`src/rtl/gerador_papeis_pkg.sv`:
```
// Purpose: shared role codes, FSM state codes and LFSR step for the role drawer.
// Latency: n/a (types and constants only).
// Backpressure: n/a.
package polilobinho_pkg;

  typedef enum logic [1:0] {
    PAPEL_ALDEAO    = 2'b00,
    PAPEL_LOBO      = 2'b01,
    PAPEL_MEDICO    = 2'b10,
    PAPEL_RESERVADO = 2'b11
  } papel_t;

  typedef enum logic [4:0] {
    ST_IDLE    = 5'd0,
    ST_CARREGA = 5'd1,
    ST_LOBOS   = 5'd2,
    ST_MEDICO  = 5'd3,
    ST_FIM     = 5'd4
  } estado_t;

  // Reported on db_estado when the state register holds an unused code.
  localparam logic [4:0] DB_ERRO    = 5'b11111;
  localparam logic [7:0] LFSR_RESET = 8'h01;

  // x^8+x^6+x^5+x^4+1, shifting left with the feedback entering bit 0.
  function automatic logic [7:0] lfsr_prox(input logic [7:0] v);
    return {v[6:0], v[7] ^ v[5] ^ v[4] ^ v[3]};
  endfunction

endpackage

```
`src/rtl/gerador_papeis_if.sv`:
```
// Purpose: request/lookup/result bundle of the role drawer.
// Latency: n/a (wires only).
// Backpressure: none; sorteia is a one-cycle request ignored while busy.
interface gerador_papeis_if #(
  parameter int N_JOG = 5
);
  logic                 sorteia;
  logic [7:0]           seed;
  logic [2:0]           jogador;
  logic [2*N_JOG-1:0]   papeis;
  logic [1:0]           papel;
  logic                 ocupado;
  logic                 valido;
  logic                 pronto;
  logic [4:0]           db_estado;

  modport master (
    output sorteia, seed, jogador,
    input  papeis, papel, ocupado, valido, pronto, db_estado
  );

  modport slave (
    input  sorteia, seed, jogador,
    output papeis, papel, ocupado, valido, pronto, db_estado
  );
endinterface

```
`src/rtl/gerador_papeis_lfsr8.sv`:
```
// Purpose: 8-bit maximal-length LFSR with seed load (zero seed remapped to 8'h01).
// Latency: new value visible one cycle after carrega/avanca.
// Backpressure: none; carrega wins over avanca.
import polilobinho_pkg::*;

module lfsr8 (
  input  logic       clock,
  input  logic       reset_n,
  input  logic       carrega,
  input  logic [7:0] valor,
  input  logic       avanca,
  output logic [7:0] q
);

  logic [7:0] lfsr_q;
  logic [7:0] lfsr_d;

  // Next LFSR value: load seed (never the all-zero lockup state) or step.
  always_comb begin
    lfsr_d = lfsr_q;
    if (carrega) begin
      lfsr_d = (valor == 8'h00) ? LFSR_RESET : valor;
    end else if (avanca) begin
      lfsr_d = lfsr_prox(lfsr_q);
    end
  end

  // LFSR register with synchronous reset.
  always_ff @(posedge clock) begin
    if (!reset_n) lfsr_q <= LFSR_RESET;
    else          lfsr_q <= lfsr_d;
  end

  assign q = lfsr_q;

endmodule

```
`src/rtl/gerador_papeis.sv`:
```
// Purpose: draws N_LOBOS wolves and optionally one doctor among N_JOG players.
// Latency: 1+N_LOBOS+HAS_MEDICO+1 cycles from accepted sorteia to pronto, +1 per collision.
// Backpressure: sorteia accepted only in IDLE/FIM; ocupado flags the busy window.
import polilobinho_pkg::*;

module gerador_papeis #(
  parameter int N_JOG      = 5,
  parameter int N_LOBOS    = 1,
  parameter int HAS_MEDICO = 1
) (
  input  logic              clock,
  input  logic              reset_n,
  gerador_papeis_if.slave   bus
);

  localparam int W = 2 * N_JOG;

  estado_t      estado_q,   estado_d;
  logic [W-1:0] papeis_q,   papeis_d;
  logic [3:0]   restante_q, restante_d;
  logic         valido_q,   valido_d;
  logic         pronto_q,   pronto_d;
  logic         ocupado_q,  ocupado_d;

  logic [7:0]   lfsr;
  logic [2:0]   cand;
  int           cand_lsb;
  logic [1:0]   papel_cand;
  logic         aceita;
  logic         avanca;

  assign aceita = bus.sorteia && (estado_q == ST_IDLE || estado_q == ST_FIM);
  assign avanca = (estado_q == ST_LOBOS) || (estado_q == ST_MEDICO);

  lfsr8 u_lfsr (
    .clock   (clock),
    .reset_n (reset_n),
    .carrega (aceita),
    .valor   (bus.seed),
    .avanca  (avanca),
    .q       (lfsr)
  );

  // Candidate player and its current role; player 0 sits in the MSBs.
  assign cand       = 3'(lfsr % 8'(N_JOG));
  assign cand_lsb   = 2 * (N_JOG - 1 - int'(cand));
  assign papel_cand = papeis_q[cand_lsb +: 2];

  // Next-state and datapath updates of the draw FSM.
  always_comb begin
    estado_d   = estado_q;
    papeis_d   = papeis_q;
    restante_d = restante_q;
    valido_d   = valido_q;
    case (estado_q)
      ST_IDLE, ST_FIM: begin
        if (bus.sorteia) estado_d = ST_CARREGA;
      end
      ST_CARREGA: begin
        papeis_d   = '0;
        valido_d   = 1'b0;
        restante_d = 4'(N_LOBOS);
        estado_d   = ST_LOBOS;
      end
      ST_LOBOS: begin
        if (papel_cand == PAPEL_ALDEAO) begin
          papeis_d[cand_lsb +: 2] = PAPEL_LOBO;
          restante_d = restante_q - 4'd1;
          if (restante_q == 4'd1) estado_d = (HAS_MEDICO != 0) ? ST_MEDICO : ST_FIM;
        end
      end
      ST_MEDICO: begin
        if (papel_cand == PAPEL_ALDEAO) begin
          papeis_d[cand_lsb +: 2] = PAPEL_MEDICO;
          estado_d = ST_FIM;
        end
      end
      default: estado_d = ST_IDLE;
    endcase
    if (estado_d == ST_FIM) valido_d = 1'b1;
    ocupado_d = (estado_d == ST_CARREGA) || (estado_d == ST_LOBOS) || (estado_d == ST_MEDICO);
    pronto_d  = (estado_d == ST_FIM) && (estado_q != ST_FIM);
  end

  // FSM state and registered outputs; reset discards any partial draw.
  always_ff @(posedge clock) begin
    if (!reset_n) begin
      estado_q   <= ST_IDLE;
      papeis_q   <= '0;
      restante_q <= 4'd0;
      valido_q   <= 1'b0;
      pronto_q   <= 1'b0;
      ocupado_q  <= 1'b0;
    end else begin
      estado_q   <= estado_d;
      papeis_q   <= papeis_d;
      restante_q <= restante_d;
      valido_q   <= valido_d;
      pronto_q   <= pronto_d;
      ocupado_q  <= ocupado_d;
    end
  end

  // Debug state code and per-player lookup.
  always_comb begin
    case (estado_q)
      ST_IDLE, ST_CARREGA, ST_LOBOS, ST_MEDICO, ST_FIM: bus.db_estado = estado_q;
      default:                                          bus.db_estado = DB_ERRO;
    endcase
    bus.papel = 2'b00;
    if (int'(bus.jogador) < N_JOG) begin
      bus.papel = papeis_q[2 * (N_JOG - 1 - int'(bus.jogador)) +: 2];
    end
  end

  assign bus.papeis  = papeis_q;
  assign bus.valido  = valido_q;
  assign bus.pronto  = pronto_q;
  assign bus.ocupado = ocupado_q;

endmodule

```
`src/flat_wrapper.sv`:
```
// flat-port wrapper written by rule: the top's interface ports become plain ports
module gerador_papeis_flat 
#(
  parameter int N_JOG      = 5,
  parameter int N_LOBOS    = 1,
  parameter int HAS_MEDICO = 1
)
  (clock, reset_n, bus_sorteia, bus_seed, bus_jogador, bus_papeis, bus_papel, bus_ocupado, bus_valido, bus_pronto, bus_db_estado);
  gerador_papeis_if #(.N_JOG(N_JOG)) bus_i ();
  input  logic clock;
  input  logic reset_n;
  input wire logic [$bits(bus_i.sorteia)-1:0] bus_sorteia;
  input wire logic [$bits(bus_i.seed)-1:0] bus_seed;
  input wire logic [$bits(bus_i.jogador)-1:0] bus_jogador;
  output wire logic [$bits(bus_i.papeis)-1:0] bus_papeis;
  output wire logic [$bits(bus_i.papel)-1:0] bus_papel;
  output wire logic [$bits(bus_i.ocupado)-1:0] bus_ocupado;
  output wire logic [$bits(bus_i.valido)-1:0] bus_valido;
  output wire logic [$bits(bus_i.pronto)-1:0] bus_pronto;
  output wire logic [$bits(bus_i.db_estado)-1:0] bus_db_estado;
  assign bus_i.sorteia = bus_sorteia;
  assign bus_i.seed = bus_seed;
  assign bus_i.jogador = bus_jogador;
  assign bus_papeis = bus_i.papeis;
  assign bus_papel = bus_i.papel;
  assign bus_ocupado = bus_i.ocupado;
  assign bus_valido = bus_i.valido;
  assign bus_pronto = bus_i.pronto;
  assign bus_db_estado = bus_i.db_estado;
  gerador_papeis #(.N_JOG(N_JOG), .N_LOBOS(N_LOBOS), .HAS_MEDICO(HAS_MEDICO)) u_core (.clock(clock), .reset_n(reset_n), .bus(bus_i));
endmodule
```
`config.mk`:
```
export PLATFORM = sky130hd
export DESIGN_NAME = gerador_papeis_flat
export DESIGN_NICKNAME = d
export VERILOG_FILES = /design/src/rtl/gerador_papeis_pkg.sv /design/src/rtl/gerador_papeis_if.sv /design/src/rtl/gerador_papeis_lfsr8.sv /design/src/rtl/gerador_papeis.sv /design/src/flat_wrapper.sv
export SDC_FILE = /design/constraint.sdc
export NUM_CORES = 1
export LEC_CHECK = 0
export CELL_PAD_IN_SITES_DETAIL_PLACEMENT = 1
export CELL_PAD_IN_SITES_GLOBAL_PLACEMENT = 1
export CORE_UTILIZATION = 44
export CTS_BUF_LIST = sky130_fd_sc_hd__clkbuf_2
export DETAILED_ROUTE_END_ITERATION = 10
export GPL_TIMING_DRIVEN = 1
export PLACE_DENSITY = 0.83
export SLEW_MARGIN = 20
export SYNTH_ARGS = -nofsm -noshare
export SYNTH_HDL_FRONTEND = slang
export SYNTH_HIERARCHICAL = 1
export SYNTH_SLANG_ARGS = --single-unit
```
`constraint.sdc`:
```
create_clock -name clock -period 7.9 [get_ports clock]
set_clock_uncertainty 0.05 [all_clocks]
set_input_delay 0.79 -clock clock [delete_from_list [all_inputs] [get_ports clock]]
set_output_delay 0.79 -clock clock [all_outputs]
set_load 0.005 [all_outputs]
```
After elaboration in Yosys (flattened, before gate mapping)
Index checks and enable logic that the tools add are counted.

Equal/unequal tests: 12. Bitwise gates (word level): 3. $lt $le $gt $ge: 1. $add $sub $neg: 4. Shift-type cells: 5. Muxes and demuxes: 19. Reduce and logical (&&, ||, !) cells: 17. Divide/modulo/power cells: 1.

Operators by type and width (number): $shiftx A2 B33 Y10 const A (2); $shiftx A10 B32 Y2 (2); $neg A32 Y33 (1); $shift A2 B33 Y10 const A (1); $pmux W10 S3 (1); $mux W5 (5); $mux W8 (3); $bwmux W10 (2); $eq A5 B2 Y1 const B (4); $mux W10 (2); $pmux W5 S4 (1); $eq A5 B1 Y1 const B (2); $eq A5 B3 Y1 const B (2); $logic_not A8 Y1 (1); $mod A8 B3 Y8 const B (1); $pmux W4 S2 (1); $sub A3 B3 Y4 const A (2); $reduce_bool A2 Y1 (3); $logic_not A5 Y1 (1); $ne A5 B3 Y1 const B (1); $reduce_or A5 Y1 (1); $eq A4 B1 Y1 const B (1); $logic_or A1 B1 Y1 (4); $mux W4 (1); other kinds (12) (17).

Bits in registers: 30. Output and inout port bits: 20. Bits of input ports: 14. Word-level logic and storage cells: 69.

Logic depth before layout (Yosys ltp)
Depth in word-level cells: 9. Mapped depth: 29. Gate-level depth less buffers: 25.

Hierarchy
Netlist, hierarchy kept.

By module, submodules not included: gerador_papeis (instances 1, cells each 324, area an instance 2553.7 sq um, sequential area each 440.4 sq um); lfsr8 (instances 1, cells each 49, area an instance 446.7 sq um, sequential area each 160.2 sq um).

Worst setup path before layout
Ideal clock, no wire load.

Kind: reg2reg. From: reg u_core.u_lfsr.lfsr_q[2], in the netlist u_core/u_lfsr/q[2]. To: reg u_core.papeis_q[3], in the netlist u_core/bus.papeis[3]. Data arrival time: 5.686 ns. Stages on the path, launching flop included: 28. Required time: 7.733 ns. Period minus slack after synthesis: 5.853 ns. Buffers on the path: 3. Path slack: 2.047 ns. Setup time: 0.117 ns. Path through: dfxtp_1 > clkbuf_1 > nor4bb_1 > o21ai_0 > o2111ai_1 > o21ai_2 > ha_1 > a21o_1 > a32oi_1 > a31oi_4 > nor2_1 > xnor2_1 > ha_1 > nor2b_1 > nor2_1 > nor4b_4 > a21oi_4 > xnor2_2 > inv_1 > ha_1 > clkbuf_1 > mux2_2 > o311ai_1 > a32oi_1 > a211oi_2 > buf_6 > o21ai_2 > a32o_1.

Longest elaborated chain between the ends: 7. Elaborated cells on any way between the ends: 16. Classes of those cells: add/sub (2); div (1); eq/ne (2); shift (4); mux (5); reduce/logical (2).

Ends and longest elaborated chain: start, declared (RTL line gerador_papeis_lfsr8.sv:15) `logic [7:0] lfsr_q;`; start signal, assigned (RTL line gerador_papeis_lfsr8.sv:31) `else lfsr_q <= lfsr_d;`; $mod A8 B3 Y8 * (RTL line gerador_papeis.sv:45) `assign cand = 3'(lfsr % 8'(N_JOG));`; $sub A3 B3 Y4 * (RTL line gerador_papeis.sv:46) `assign cand_lsb = 2 * (N_JOG - 1 - int'(cand));`; $neg A32 Y33 (RTL line gerador_papeis.sv:67, gerador_papeis.sv:74); $shiftx A2 B33 Y10, or another cell as far along (RTL line gerador_papeis.sv:74) `papeis_d[cand_lsb +: 2] = PAPEL_MEDICO;`; $bwmux W10, on equally long branches (RTL line gerador_papeis.sv:74, gerador_papeis.sv:67); $mux W10, on equally long branches (RTL line gerador_papeis.sv:73, gerador_papeis.sv:66); $pmux W10 S3 (RTL line gerador_papeis.sv:55) `case (estado_q)`; end signal, assigned (RTL line gerador_papeis.sv:96) `papeis_q <= papeis_d;`; end, declared (RTL line gerador_papeis.sv:19) `logic [W-1:0] papeis_q, papeis_d;`.

Mark *: on every way between the ends. The rest lies on a longest branch, timed or not. The select of a mux whose other input is x is not followed. A chain may end at the register's enable or synchronous reset.

Worst setup path after layout
From: reg u_core.u_lfsr.lfsr_q[5], in the netlist u_core/u_lfsr/q[5]. To: reg u_core.papeis_q[2], in the netlist u_core/bus.papeis[2].

The elaborated chain is that of the path after synthesis.

==> impl_metrics.tcl <==
set metrics [dict create \
    synth_xor_xnor_area_share_pct 5.21 \
    crit_top_cell "ha_1" \
    ctsResizeCount 0 \
    dp_hpwl_mm 6.26 \
    synth_common_cells "nand2_1, nor2_1, dfxtp_1" \
    cp.required_ps 8070 \
    synth.area.top_cells "dfxtp_1, nand2_1, nor2_1" \
    ff2ff_setup_slack_ps 1090 \
    clk_latency_ps 360 \
    synth-main-ff-cell "dfxtp_1" \
    gp_congestion 0.879 \
    num_rows 29 \
    final-hold-violation-count 0 \
    grt_max_degree 26 \
    yosys.area.top_type "dfxtp_1" \
    yosysTopAreaCellShare_pct 20.0 \
    syn_area_per_cell_um2 8.04 \
    end_kind "register" \
    dpl-instance-area_um2 3330 \
    tightest_slew_ps 766 \
    cp_slowest_stage_delay_ps 700 \
    cap_violations 0 \
    hp-class "register to register" \
    viasPerCell 6.21 \
    antenna_cells 0 \
    cts_tree "yes" \
    synth_edf_count 0 \
    met3_length_um 203 \
    worstSetupPathType "register to register" \
    first_global_vias 2975 \
    crit_fanout 20 \
    critPathSlowestCell "dfxtp_1" \
    yosysMostFrequentCell "nand2_1" \
    grt_usage_pct 23.6 \
    clk_pin_slew_worst_paths_ps 160 \
    max_freq_mhz 147 \
    cts.sinks 30 \
    synth-compound-area-share_pct 30.2 \
    die_area_um2 7150 \
    synth_top_family_by_area "compound AO/OA/AOI/OAI gates" \
    core_area_um2 6460 \
    path_buf_inv 2 \
    drive_gt1_share_pct 11.8 \
    antenna_found_initial 0 \
    fin_setup_tns_ps 0 \
    fin_crit_ps 6810 \
    die_y_um 84.6 \
    clk_path_buf_depth 2 \
    status "finished clean" \
    arrival_ps 6980 \
    ys_ff_latch 30 \
    cp_top_family "compound AO/OA/AOI/OAI gates" \
    area_delta_synth_final_pct 12.9 \
    ys_seq_area_share_pct 20.0 \
    synth-simple-area-share_pct 27.1 \
    post_cts_buffers 0 \
    synth_fa_ha_area_share_pct 3.34 \
    postCtsHoldBufs 0 \
    drc 0 \
    root_buffer "clkbuf_2" \
    finalCritPeriodShare_pct 86.2 \
    dr.first_iter.drc_count 111 \
    worst_setup_path_start_kind "register" \
    yosys_warnings 6 \
    fillers 826 \
    wl_per_cell_um 17.2 \
    grt_overflow 0 \
    met1_length_mm 3.76 \
    powerDensity_nw_per_um2 169 \
    placement.io_buffers 33 \
    numCtsBuffers 5 \
    synthArstFlopShare_pct 0 \
    cellLeakagePower_nw 1.19 \
    via_count 2944 \
    ios 34 \
    wl_met2_mm 4.08 \
    route.top_layer_used "met4" \
    ir_worst_vdd_mv 0.119 \
    fp.dieW_um 84.6 \
    synth_cell_types 85 \
    grt_pass1_wl_mm 13.9 \
    synth_area_um2 3000 \
    setup_viol 0 \
    num-nets-final 419 \
    grt_setup_unrepaired "no" \
    ant_nets 0 \
    maxSlewHeadroom_pct 48.9 \
    h-tree-depth 2 \
    floorplan.initialDensity_pct 46.5 \
    maxSlewViolCount 0 \
    dr.pass1.iters 4 \
    synth.area.mux_share_pct 7.80 \
    fin_area_um2 3390 \
    synth_cells 373 \
    totalWireLength_mm 8.17 \
]
==> state kept, by name, indices dropped and copies added (netlist names) <==
name / count
u_core/restante_q: 4
u_core/bus.valido: 1
u_core/bus.papeis: 10
u_core/estado_q: 5
u_core/u_lfsr/q: 8
u_core/bus.ocupado: 1
u_core/bus.pronto: 1
==> layout make-up <==
class                      instances  area, um^2  share of cell area [%]
timing repair buffer              35         345                    10.2
tap                               77        96.3                    2.84
clock buffer                       5        25.0                   0.739
clock inverter                     2        33.8                   0.997
multi-input combinational        307        2220                    65.5
inverter                          18        67.6                    1.99
sequential                        30         601                    17.7
==> cells by family (layout without fill, tap and decap cells) <==
family / Yosys count / count (layout)
and+or+nand+nor: 150 / 150
AOI/OAI and AO/OA: 113 / 113
buffers and inverters: 37 / 60
DFF: 30 / 30
muxes: 20 / 20
xor gates and xnor gates: 14 / 14
adders and majority gates: 8 / 8
other: 1 / 2
==> final timing paths <==
| check | from | endpoint | cells after the start |
|---|---|---|---|
| max | u_core/u_lfsr/q[5] | u_core/bus.papeis[2] | 25 |
| min | u_core/restante_q[3] | u_core/restante_q[3] | 2 |
| max reg2reg | u_core/u_lfsr/q[5] | u_core/bus.papeis[2] | 25 |
| min reg2reg | u_core/restante_q[3] | u_core/restante_q[3] | 2 |
==> worst min-delay path: stages (launching register included) <==
cell and delay (ps):
dfxtp_1 350, nand2_1 60, mux2i_1 60
==> layout by cell type (no fill, tap or decap), types with 3 or more instances in the layout <==
| cell type | count |
|---|---|
| a211oi_1 | 3 |
| a211oi_2 | 3 |
| a21oi_1 | 19 |
| a31oi_1 | 4 |
| a32o_1 | 4 |
| and2_1 | 4 |
| and3_1 | 4 |
| clkbuf_2 | 5 |
| clkdlybuf4s50_1 | 33 |
| clkinv_1 | 4 |
| dfxtp_1 | 30 |
| ha_1 | 8 |
| inv_1 | 14 |
| mux2_2 | 5 |
| mux2i_1 | 11 |
| nand2_1 | 37 |
| nand2b_1 | 10 |
| nand3_1 | 15 |
| nor2_1 | 35 |
| nor2b_1 | 7 |
| nor3_1 | 8 |
| nor4_1 | 4 |
| o21a_1 | 6 |
| o21ai_0 | 14 |
| o21ai_2 | 5 |
| o22ai_1 | 4 |
| o311a_1 | 5 |
| o311ai_1 | 4 |
| o31ai_1 | 4 |
| or3_1 | 4 |
| xnor2_1 | 6 |
| xor2_1 | 5 |
==> metrics by stage <==
stage               total power, mW  setup WS, ps  cells  hold WS [ps]  util [%]
CTS                           0.574          1120    474           453      52.5
global route                  0.609           537    474           488      52.5
global placement              0.464          1540    467           412      51.5
detailed placement            0.470          1200    467           431      51.5
finish                        0.574          1090    474           447      52.5
floorplan                     0.413          2050    374           396         -
==> power breakdown <==
group	switching, mW	total, mW	leakage [nW]	internal, mW
logic	0.202	0.306	0.906	0.104
clock network	0.0512	0.102	0.0365	0.0511
registers	0.0111	0.166	0.243	0.155
total	0.264	0.574	1.19	0.310
==> layer usage <==
layer / track usage [%] / vias up
met4: 6.63 / 0
li1: - / 1435
met3: 1.87 / 12
met5: 0 / -
met2: 42.7 / 54
met1: 29.9 / 1443
Power figures use the tool's default switching activity.
